$ cat src/rtl/stream_mux_pkg.sv
// Shared definitions for the stream mux arbiter.
// Holds the mode encodings and the channel-index width helper.
package stream_mux_pkg;

    localparam logic [1:0] MODE_MANUAL = 2'b00;
    localparam logic [1:0] MODE_FIXED  = 2'b01;
    localparam logic [1:0] MODE_RR     = 2'b10;

    function automatic int ch_w(input int n);
        return (n < 2) ? 1 : $clog2(n);
    endfunction

endpackage

$ cat src/rtl/stream_mux_arb_if.sv
// Stream bundle between the arbiter mux and its producers/consumer.
// The master view is the mux; the slave view is the surrounding logic.
interface stream_mux_arb_if
    import stream_mux_pkg::*;
#(
    parameter int WIDTH  = 4,
    parameter int NUM_CH = 2
);
    localparam int CH_W = ch_w(NUM_CH);

    logic [NUM_CH*WIDTH-1:0] in_data;
    logic [NUM_CH-1:0]       in_valid;
    logic [NUM_CH-1:0]       in_ready;
    logic [WIDTH-1:0]        out_data;
    logic                    out_valid;
    logic                    out_ready;
    logic [CH_W-1:0]         out_ch;

    modport master (
        input  in_data, in_valid, out_ready,
        output in_ready, out_data, out_valid, out_ch
    );

    modport slave (
        output in_data, in_valid, out_ready,
        input  in_ready, out_data, out_valid, out_ch
    );

endinterface

$ cat src/rtl/rr_arbiter.sv
// Grant generation for manual, fixed-priority and round-robin modes.
// The round-robin pointer only moves on accepted transfers in RR mode.
module rr_arbiter
    import stream_mux_pkg::*;
#(
    parameter int NUM_CH = 2
) (
    input  logic                      clk,
    input  logic                      reset,
    input  logic [NUM_CH-1:0]         req,
    input  logic [1:0]                mode,
    input  logic [ch_w(NUM_CH)-1:0]   sel,
    input  logic                      advance,
    output logic [NUM_CH-1:0]         grant
);
    localparam int CH_W = ch_w(NUM_CH);
    localparam logic [CH_W-1:0] PTR_RST = CH_W'(NUM_CH - 1);

    logic [CH_W-1:0] ptr;
    logic [CH_W-1:0] idx;
    logic [CH_W-1:0] win;
    logic            found;
    logic            rr_mode;

    assign rr_mode = (mode & MODE_RR) != 2'b00;

    always_comb begin
        grant = '0;
        win   = ptr;
        idx   = '0;
        found = 1'b0;
        unique case (1'b1)
            mode == MODE_MANUAL: begin
                if (int'(sel) < NUM_CH && req[sel]) begin
                    grant[sel] = 1'b1;
                end
            end
            mode == MODE_FIXED: begin
                for (int i = NUM_CH - 1; i >= 0; i--) begin
                    if (req[i]) begin
                        grant    = '0;
                        grant[i] = 1'b1;
                    end
                end
            end
            default: begin
                // search starts just past the last winner and wraps
                for (int k = 1; k <= NUM_CH; k++) begin
                    idx = CH_W'((int'(ptr) + k) % NUM_CH);
                    if (!found && req[idx]) begin
                        grant[idx] = 1'b1;
                        win        = idx;
                        found      = 1'b1;
                    end
                end
            end
        endcase
    end

    always_ff @(posedge clk) begin
        if (reset) begin
            ptr <= PTR_RST;
        end else if (advance && rr_mode) begin
            ptr <= win;
        end
    end

endmodule

$ cat src/rtl/stream_mux_arb.sv
// N-channel stream multiplexer with a one-word registered output.
// Arbitration lives in rr_arbiter; this level owns the output slot.
module stream_mux_arb
    import stream_mux_pkg::*;
#(
    parameter int WIDTH  = 4,
    parameter int NUM_CH = 2
) (
    input  logic                    clk,
    input  logic                    reset,
    input  logic [1:0]              mode,
    input  logic [ch_w(NUM_CH)-1:0] sel,
    stream_mux_arb_if.master        bus
);
    localparam int CH_W = ch_w(NUM_CH);

    logic                load_en;
    logic                advance;
    logic [NUM_CH-1:0]   grant;
    logic [WIDTH-1:0]    pick_data;
    logic [CH_W-1:0]     pick_ch;
    logic [WIDTH-1:0]    data_q;
    logic [CH_W-1:0]     ch_q;
    logic                valid_q;

    assign load_en      = (!valid_q | bus.out_ready) & !reset;
    assign advance      = load_en & (|grant);
    assign bus.in_ready = {NUM_CH{load_en}} & grant;

    assign bus.out_data  = data_q;
    assign bus.out_ch    = ch_q;
    assign bus.out_valid = valid_q;

    rr_arbiter #(
        .NUM_CH (NUM_CH)
    ) u_arb (
        .clk     (clk),
        .reset   (reset),
        .req     (bus.in_valid),
        .mode    (mode),
        .sel     (sel),
        .advance (advance),
        .grant   (grant)
    );

    always_comb begin
        pick_data = '0;
        pick_ch   = '0;
        for (int i = 0; i < NUM_CH; i++) begin
            if (grant[i]) begin
                pick_data = bus.in_data[i*WIDTH +: WIDTH];
                pick_ch   = CH_W'(i);
            end
        end
    end

    always_ff @(posedge clk) begin
        if (reset) begin
            valid_q <= 1'b0;
            data_q  <= '0;
            ch_q    <= '0;
        end else if (load_en) begin
            valid_q <= |grant;
            if (|grant) begin
                data_q <= pick_data;
                ch_q   <= pick_ch;
            end
        end
    end

endmodule

$ cat src/flat_wrapper.sv
// flat-port wrapper written by rule: the top's interface ports become plain ports
module stream_mux_arb_flat import stream_mux_pkg::*;
#(
    parameter int WIDTH  = 4,
    parameter int NUM_CH = 2
)
  (clk, reset, mode, sel, bus_in_data, bus_in_valid, bus_out_ready, bus_in_ready, bus_out_data, bus_out_valid, bus_out_ch);
  stream_mux_arb_if #(.WIDTH(WIDTH), .NUM_CH(NUM_CH)) bus_i ();
  input  logic clk;
  input  logic reset;
  input  logic [1:0] mode;
  input  logic [ch_w(NUM_CH)-1:0] sel;
  input wire logic [$bits(bus_i.in_data)-1:0] bus_in_data;
  input wire logic [$bits(bus_i.in_valid)-1:0] bus_in_valid;
  input wire logic [$bits(bus_i.out_ready)-1:0] bus_out_ready;
  output wire logic [$bits(bus_i.in_ready)-1:0] bus_in_ready;
  output wire logic [$bits(bus_i.out_data)-1:0] bus_out_data;
  output wire logic [$bits(bus_i.out_valid)-1:0] bus_out_valid;
  output wire logic [$bits(bus_i.out_ch)-1:0] bus_out_ch;
  assign bus_i.in_data = bus_in_data;
  assign bus_i.in_valid = bus_in_valid;
  assign bus_i.out_ready = bus_out_ready;
  assign bus_in_ready = bus_i.in_ready;
  assign bus_out_data = bus_i.out_data;
  assign bus_out_valid = bus_i.out_valid;
  assign bus_out_ch = bus_i.out_ch;
  stream_mux_arb #(.WIDTH(WIDTH), .NUM_CH(NUM_CH)) u_core (.clk(clk), .reset(reset), .mode(mode), .sel(sel), .bus(bus_i));
endmodule
$ cat config.mk
export PLATFORM = sky130hd
export DESIGN_NAME = stream_mux_arb_flat
export DESIGN_NICKNAME = d
export VERILOG_FILES = /design/src/rtl/stream_mux_pkg.sv /design/src/rtl/stream_mux_arb_if.sv /design/src/rtl/rr_arbiter.sv /design/src/rtl/stream_mux_arb.sv /design/src/flat_wrapper.sv
export SDC_FILE = /design/constraint.sdc
export NUM_CORES = 1
export LEC_CHECK = 0
export BUFFER_PORTS_ARGS = -buffer_cell sky130_fd_sc_hd__buf_2
export CAP_MARGIN = 10
export CORE_AREA = 2 2 39 41
export DETAILED_ROUTE_END_ITERATION = 8
export DIE_AREA = 0 0 41 43
export HOLD_SLACK_MARGIN = 0.05
export PLACE_DENSITY_LB_ADDON = 0.08
export SLEW_MARGIN = 25
export SYNTH_ARGS = -nofsm -noshare
export SYNTH_HDL_FRONTEND = slang
export SYNTH_SLANG_ARGS = --single-unit
export TNS_END_PERCENT = 50
$ cat constraint.sdc
create_clock -name clk -period 1.5 [get_ports clk]
set_input_delay 0.225 -clock clk [delete_from_list [all_inputs] [get_ports clk]]
set_output_delay 0.225 -clock clk [all_outputs]
set_load 0.01 [all_outputs]
==> results.yml, run 1 <==
outcome:
  outcome: "finished with violations"
  violations: "setup timing"
clock_network:
  numCtsBuffers: 3
  clk_latency_ns: 0.25
  clk_pin_slew_ns: 0.05
  cts_htree_levels: 1
  cts_root_buf: "clkbuf_4"
  holdBufCountCts: 0
  cts_tree: "yes"
  cts_sinks: 7
  cts_buffer_depth: 2
route:
  drt-initial-drc-count: 5
  antenna_left: 0
  detail_route.wl_per_cell_um: 11.2
  finalWirelength_um: 1090
  vias: 464
  drc_errors: 0
  avgViaCountPerCell: 4.78
  drt_pre_antenna_iters: 4
sta:
  fin_crit_ns: 1.59
  rsz0062_at_grt: "true"
  fmax_mhz: 627
  fin_tns_setup_ns: -0.0945
  worst_slew_pin_slew_ns: 0.482
  worst_slack_ns: -0.0945
  fin_crit_sh_pct: 106
  timing.final.hold_violations: 0
  finalSetupViolations: 1
  slew_headroom_pct: 67.6
  slew_violations: 0
  skew_ns: 0.00126
critical_path:
  critPathMaxFanout: 2
  cp_num_buf_inv: 2
  startpoint_type: "register"
  path_class: "reg2out"
  crit_chain: "mux2_4 > a2111o_1 > inv_1 > buf_2"
  cp_num_cells: 4
  slowest_delay_ns: 0.38
  critPathRequiredTime_ns: 1.27
  cp_slowest_cell: "a2111o_1"
  rrSetupSlack_ns: 0.02
  rr_endpoint: "u_core.bus.out_data[0]"
  reg2reg_from: "u_core.u_arb.ptr"
  r2r_cells: 6
  end_kind: "output pin"
  cp_top_family: "compound AO/OA/AOI/OAI gates"
  crit_arrival_ns: 1.37
placed_design:
  place.gp.congestion: 0.688
  io_buffer_count: 23
  hpwl_um: 825
  dp_cells: 91
  placed_area_um2: 546
cells_and_area:
  num_antenna_cells: 0
  fillCellCount: 152
  multi_input_area_um2: 236
  layout_common_cells: "buf_2 (23), nor2_1 (9), buf_4 (8)"
  stdcell_count: 97
  syn_to_final_growth_pct: 58.6
  nets: 98
  final_util_pct: 43.6
  final_area_um2: 603
  regArea_um2: 141
  drive_gt1_share_pct: 51.9
  final_common_cell: "buf_2"
min_path:
  hold_path_depth: 3
  holdCritStartpoint: "bus_in_data[2]"
  hold_class: "in2reg"
  whs_endpoint: "u_core.bus.out_data[2]"
synthesis:
  netlist_area_um2: 380
  synth.area.top_cells: "dfxtp_1 (37%), nor2_1 (13%), nor4_1 (8.2%)"
  synth_area_leader_cell: "dfxtp_1"
  syn_avg_cell_area_um2: 7.92
  ys_types: 21
  ys_ff_latch: 7
  postSynthCellCount: 48
  yosys_warnings: 0
  synth_top_area_share_pct: 36.8
  ys_seq_area_share_pct: 36.8
  syn_nets: 64
power_and_ir_drop:
  leakage_uw: 0.000291
  peakVddDrop_v: 0.000475
  power_density_nw_per_um2: 850
floorplan:
  placementRows: 14
  die-area_um2: 1760
  io_pins: 24
  die_w_um: 41
  core-area_um2: 1380
  start_util_pct: 27.5
  dieHeight_um: 43
grt:
  grt_pass1_wl_um: 1690
  grt_max_degree: 10
  grt_usage_pct: 14.3
  overflow: 0
  antenna_found_initial: 0
  grt_pass1_vias: 454
run:
  drv_cap: 0
-- layout make-up --
class,instances,area share [%]
Inverter,1,0.622
Tap cell,16,3.32
Timing Repair Buffer,31,29.0
Sequential cell,7,23.4
Clock buffer,4,4.36
Multi-Input combinational cell,38,39.2
-- sequential cells by signal, indices dropped and copies added, names as in the netlist --
register and flops:
u_core.bus.out_data 4, u_core.bus.out_ch 1, u_core.u_arb.ptr 1, u_core.bus.out_valid 1
-- per-layer routing --
metal,up-vias,wire length (um),track usage (%)
met5,-,0,0
met4,0,8,10.0
met3,2,73,3.66
met2,12,548,22.2
met1,209,456,15.9
li1,241,-,-
-- cells by family (layout without fill, tap and decap cells) --
logic type             Yosys count  in the layout  share of synthesized area, %
AO/OA/AOI/OAI                    7              7                          12.2
flip-flops                       7              7                          36.8
AND/OR/NAND/NOR                 30             30                          42.1
multiplexers                     1              1                          3.95
buffers and inverters            3             36                          4.93
-- worst max-delay path by stage --
stage | slack [ns] | startpoint | to
after floorplan | 0.08 | mode[1] | bus_in_ready[1]
after global placement | -0.007 | mode[1] | u_core.bus.out_data[2]
after detailed placement | -0.02 | mode[1] | u_core.bus.out_data[2]
after CTS | -0.12 | u_core.u_arb.ptr | bus_in_ready[1]
after global routing | -0.16 | u_core.u_arb.ptr | bus_in_ready[1]
final | -0.09 | u_core.u_arb.ptr | bus_in_ready[1]
-- where the power goes --
| group | total, uW | switching [uW] | leakage, uW | internal (uW) |
|---|---|---|---|---|
| Sequential | 210 | 7.64 | 0.0000575 | 202 |
| Combinational | 134 | 65.7 | 0.000218 | 67.9 |
| Clock | 169 | 67.5 | 0.0000150 | 101 |
| Total | 512 | 141 | 0.000291 | 372 |
-- worst reg2reg max path, stage by stage (launching register included) --
cell and delay [ns]:
dfxtp_2 0.31, mux2_4 0.25, a2111o_1 0.38, buf_4 0.15
buf_4 0.14, nor2_2 0.08, nor4_1 0.05
-- metrics by stage --
stage                     setup WS, ns  total power, uW  hold slack, ns
final                          -0.0945              512           0.252
after global routing            -0.159              548           0.258
after CTS                       -0.118              516           0.247
after detailed placement       -0.0165              339           0.462
after global placement        -0.00683              339           0.461
after floorplan                 0.0765              277           0.400
-- what timing repair did --
| action | 4_1_cts | 5_1_grt |
|---|---|---|
| gates resized for setup | 1 | 5 |
| pin swaps | 1 | 0 |
| setup buffers | 2 | 0 |
| setup endpoints to repair | 1 | 5 |
-- synth_stat cells, drive strengths merged --
cell and n:
a2111o 1, a21oi 4, a31oi 1, a41oi 1
buf 1, clkbuf 1, dfxtp 7, inv 1
mux2 1, nand2 1, nand2b 2, nand3b 2
nand4 1, nor2 13, nor2b 1, nor3 2
nor4 5, nor4b 1, or2 1, or3b 1
No activity file was read; power rests on OpenSTA's default activity.
==> run 2: changes to the inputs <==
--- a/config.mk
+++ b/config.mk
@@ -7,9 +7,12 @@
 export LEC_CHECK = 0
 export BUFFER_PORTS_ARGS = -buffer_cell sky130_fd_sc_hd__buf_2
 export CAP_MARGIN = 10
-export CORE_AREA = 2 2 39 41
+export CELL_PAD_IN_SITES_DETAIL_PLACEMENT = 2
+export CELL_PAD_IN_SITES_GLOBAL_PLACEMENT = 2
+export CORE_ASPECT_RATIO = 0.75
+export CORE_MARGIN = 1
+export CORE_UTILIZATION = 19
 export DETAILED_ROUTE_END_ITERATION = 8
-export DIE_AREA = 0 0 41 43
 export HOLD_SLACK_MARGIN = 0.05
 export PLACE_DENSITY_LB_ADDON = 0.08
 export SLEW_MARGIN = 25
==> run 2 against run 1 <==
  * The run still ends with setup timing left
  * Maximum frequency down 2.9%
  * Count of clock-buffer cells in the layout unchanged
  * Core utilization down 7.8 points
  * Global-route usage up 1.9 points
  * First-iteration DRC count up 20%
  * Critical path depth unchanged
  * Sequential cell count unchanged
  * Clock skew about the same
  * Critical path type unchanged
  * Critical endpoint unchanged
  * Largest power group unchanged
==> results.yml, run 2 (synthesis gave the netlist of run 1 again) <==
run:
  drv_cap: 0
min_path:
  hold_class: "in2reg"
grt:
  grtUsageMet1_pct: 19.1
  grt_use_met3_pct: 9.26
  top_usage_layer: "met2"
  grt_pass1_vias: 479
  overflow: 0
  grt_usage_pct: 16.2
  grt_pass1_wl_um: 2250
  grt_max_degree: 10
  met2_usage_pct: 25.3
  antenna_found_initial: 0
critical_path:
  crit_arrival_ns: 1.42
  end_kind: "output pin"
  r2r_cells: 6
  reg2reg_from: "u_core.u_arb.ptr"
  rr_endpoint: "u_core.bus.out_data[0]"
  worstSetupStartpoint: "u_core.u_arb.ptr"
  critPathMaxFanout: 2
  cp-endpoint: "bus_in_ready[1]"
  critPathRequiredTime_ns: 1.27
  startpoint_type: "register"
  path_class: "reg2out"
  rrSetupSlack_ns: -0.08
floorplan:
  start_util_pct: 21.1
  core-area_um2: 1810
  die-area_um2: 2190
  placementRows: 13
  dieHeight_um: 40.8
  die_w_um: 53.7
  io_pins: 24
route:
  drt_pre_antenna_iters: 4
  avgViaCountPerCell: 4.70
  antenna_left: 0
  drc_errors: 0
  detail_route.wl_per_cell_um: 14.1
  drt-initial-drc-count: 6
  finalWirelength_um: 1520
  vias: 508
placed_design:
  dp_cells: 99
  hpwl_um: 1130
  placed_area_um2: 568
  io_buffer_count: 23
  place.gp.congestion: 0.727
outcome:
  outcome: "finished with violations"
  violations: "setup timing"
power_and_ir_drop:
  peakVddDrop_v: 0.000325
  power_density_nw_per_um2: 850
  p_total_uw: 550
  leakage_uw: 0.000316
cells_and_area:
  final_common_cell: "buf_2"
  drive_gt1_share_pct: 52.3
  stdcell_count: 108
  final_area_um2: 647
  nets: 103
  fillCellCount: 232
  num_antenna_cells: 0
  syn_to_final_growth_pct: 70.1
  largest_reg_flops: 4
  layout_common_cells: "buf_2 (23), buf_4 (12), nor2_1 (11)"
sta:
  skew_ns: 0.00140
  finalSetupViolations: 5
  rsz0062_at_grt: "true"
  fmax_mhz: 609
  timing.final.hold_violations: 0
  slew_headroom_pct: 65.3
  fin_tns_setup_ns: -0.290
  fin_crit_sh_pct: 109
  slew_violations: 0
  worst_slew_pin_slew_ns: 0.517
  worst_slack_ns: -0.142
  fin_crit_ns: 1.64
clock_network:
  cts_tree: "yes"
  cts_sinks: 7
  cts_buffer_depth: 2
  cts_root_buf: "clkbuf_4"
  cts_htree_levels: 1
  clk_latency_ns: 0.26
  clk_pin_slew_ns: 0.06
  numCtsBuffers: 3
==> run 2: where the power goes <==
| part | switching (uW) | internal (uW) | total [uW] |
|---|---|---|---|
| combinational | 73.4 | 80.8 | 154 |
| sequential | 8.20 | 202 | 210 |
| clock | 82.8 | 102 | 185 |
==> run 2: cell type report <==
type	count	area, um2	area share [%]
Multi-Input combinational cell	38	231	35.8
Timing Repair Buffer	36	216	33.5
Sequential cell	7	141	21.9
Tap cell	22	27.5	4.26
Inverter	1	3.75	0.580
Clock buffer	4	26.3	4.06
==> run 2: worst min-delay path by stage <==
stage / startpoint / to / slack (ns) / depth (start not counted)
final: bus_in_data[3] / u_core.bus.out_data[3] / 0.24 / 3
after global routing: bus_in_data[3] / u_core.bus.out_data[3] / 0.25 / 3
after CTS: bus_in_data[3] / u_core.bus.out_data[3] / 0.24 / 3
after detailed placement: u_core.bus.out_ch / u_core.bus.out_ch / 0.49 / 2
after global placement: u_core.bus.out_ch / u_core.bus.out_ch / 0.47 / 2
after floorplan: bus_in_data[0] / u_core.bus.out_data[0] / 0.40 / 2
==> run 2: metrics by stage <==
stage / worst slack (ns) / util [%] / hold WS (ns)
2_1_floorplan: 0.0765 / - / 0.400
3_3_place_gp: -0.0592 / 31.5 / 0.469
3_5_place_dp: -0.0658 / 31.5 / 0.487
4_1_cts: -0.149 / 34.0 / 0.240
5_1_grt: -0.187 / 35.8 / 0.246
6_report: -0.142 / 35.8 / 0.245
==> run 2: per-layer routing <==
| metal | part of all wire (%) | vias up |
|---|---|---|
| met2 | 46 | 15 |
| met5 | 0 | - |
| met4 | 0.46 | 0 |
| met3 | 5.8 | 2 |
| met1 | 47 | 240 |
| li1 | - | 251 |
==> run 2: what timing repair did <==
action,4_1_cts,5_1_grt
resized for setup,2,3
pin swaps,2,1
hold endpoints to repair,0,0
endpoints found under the setup margin,3,5
buffers inserted,2,4
hold buffers,0,0
==> run 2: critical path, stage by stage (launching register included) <==
cell      delay (ns)
dfxtp_2         0.32
mux2_4          0.25
a2111o_1        0.41
inv_1           0.07
buf_2           0.12
==> run 3: changes to the inputs <==
--- a/config.mk
+++ b/config.mk
@@ -11,7 +11,7 @@
 export CELL_PAD_IN_SITES_GLOBAL_PLACEMENT = 2
 export CORE_ASPECT_RATIO = 0.75
 export CORE_MARGIN = 1
-export CORE_UTILIZATION = 19
+export CORE_UTILIZATION = 21
 export DETAILED_ROUTE_END_ITERATION = 8
 export HOLD_SLACK_MARGIN = 0.05
 export PLACE_DENSITY_LB_ADDON = 0.08
==> constraint.sdc (replaced) <==
create_clock -name clk -period 2 [get_ports clk]
set_input_delay 0.3 -clock clk [delete_from_list [all_inputs] [get_ports clk]]
set_output_delay 0.3 -clock clk [all_outputs]
set_load 0.01 [all_outputs]
==> run 3 against run 2 <==
  * The run now ends clean
  * Global-route usage up 1.5 points
  * Critical path type unchanged
  * Worst setup slack better by 0.40 ns
  * Non-clock buffer count shrank 9
  * Largest cell class unchanged
  * Critical path depth stayed put
  * Total power shrank 30%
  * Cell count shrank 9.3%
==> results.yml, run 3 (synthesis gave the netlist of run 1 again) <==
route:
  drt_pre_antenna_iters: 4
  avgViaCountPerCell: 4.66
  antenna_left: 0
  detail_route.wl_per_cell_um: 14.4
  drc_errors: 0
  drt-initial-drc-count: 5
  vias: 457
  finalWirelength_um: 1410
grt:
  overflow: 0
  grt_pass1_wl_um: 2380
  grt_usage_pct: 17.6
  antenna_found_initial: 0
  grt_max_degree: 10
  grt_pass1_vias: 480
sta:
  fmax_mhz: 573
  skew_ns: 0.00110
  rsz0062_at_grt: "false"
  slew_headroom_pct: 77.5
  worst_slew_pin_slew_ns: 0.337
  worst_slack_ns: 0.255
  fin_tns_setup_ns: 0
  slew_violations: 0
  timing.final.hold_violations: 0
  fin_crit_sh_pct: 87.3
  fin_crit_ns: 1.75
  finalSetupViolations: 0
critical_path:
  r2r_cells: 5
  critPathMaxFanout: 4
  crit_arrival_ns: 1.45
  end_kind: "output pin"
  path_class: "reg2out"
  critPathRequiredTime_ns: 1.70
  startpoint_type: "register"
placed_design:
  place.gp.congestion: 0.779
  pre_cts_slack_ns: 0.325
  dp_cells: 94
  hpwl_um: 1080
  io_buffer_count: 23
floorplan:
  start_util_pct: 23.9
  die-area_um2: 1990
  die_w_um: 51.1
  core-area_um2: 1590
  placementRows: 12
  io_pins: 24
  dieHeight_um: 38.9
clock_network:
  numCtsBuffers: 3
  clk_latency_ns: 0.25
  cts_resized: 0
  cts_setup_buffers: 0
  holdBufCountCts: 0
  cts_root_buf: "clkbuf_4"
  cts_tree: "yes"
  clk_pin_slew_ns: 0.05
  cts_sinks: 7
  cts_htree_levels: 1
  cts_buffer_depth: 2
power_and_ir_drop:
  clkPwrFrac_pct: 34.3
  power_density_nw_per_um2: 687
  peakVddDrop_v: 0.000406
  swShare_pct: 29.3
  leakage_uw: 0.000274
  pwr-share-comb_pct: 24.9
  p_int_uw: 273
  power_switching_uw: 114
  pwr-share-seq_pct: 40.9
cells_and_area:
  final_common_cell: "buf_2"
  stdcell_count: 98
  largest_reg_flops: 4
  syn_to_final_growth_pct: 48.0
  num_antenna_cells: 0
  nets: 94
  final_util_pct: 35.4
  layout_common_cells: "buf_2 (23), nor2_1 (13), dfxtp_1 (7)"
  drive_gt1_share_pct: 42.9
run:
  drv_cap: 0
min_path:
  hold_class: "in2reg"
  hold_path_depth: 3
outcome:
  outcome: "finished, final reports clean"
-- run 3: worst paths after layout --
path	from	endpoint	slack (ns)
worst max-delay path	u_core.u_arb.ptr	bus_in_ready[1]	0.25
worst min-delay path	bus_in_data[3]	u_core.bus.out_data[3]	0.33
worst max register to register	u_core.u_arb.ptr	u_core.bus.out_data[1]	0.52
worst min register to register	u_core.bus.out_ch	u_core.bus.out_ch	0.49
-- run 3: final cells by class --
class | instances | area (um2)
fill | 217 | 1030
multi-input combinational | 38 | 221
timing repair buffer | 27 | 145
sequential | 7 | 140
clock buffer | 4 | 26.3
tap | 21 | 26.3
inverter | 1 | 3.75
-- run 3: power by group through the flow --
stage / combinational (uW) / clock (uW) / sequential, uW
floorplan: 42.9 / 0 / 165
global placement: 93.9 / 0 / 161
detailed placement: 95.4 / 0 / 161
CTS: 97.2 / 139 / 158
global route: 106 / 154 / 159
finish: 96.1 / 132 / 158
-- run 3: layer usage --
layer	global-route usage (%)	wire, um	vias to the layer above	part of all wire, %
met5	0	0	-	0
met4	2.08	0	0	0
met3	8.63	98	0	6.9
met2	28.3	612	17	43
met1	21.8	701	206	50
li1	-	-	234	-
-- run 3: critical path, stage by stage, from the launching register on --
cell and delay (ns):
dfxtp_1 0.33, mux2_4 0.26, a2111o_1 0.42, inv_1 0.06
buf_2 0.12
-- run 3: stage by stage --
stage | instance area [um2] | hold WS [ns] | total power [uW]
after floorplan | 380 | 0.475 | 208
after global placement | 537 | 0.463 | 255
after detailed placement | 537 | 0.471 | 256
after CTS | 563 | 0.321 | 394
after global routing | 563 | 0.332 | 420
final | 563 | 0.326 | 387
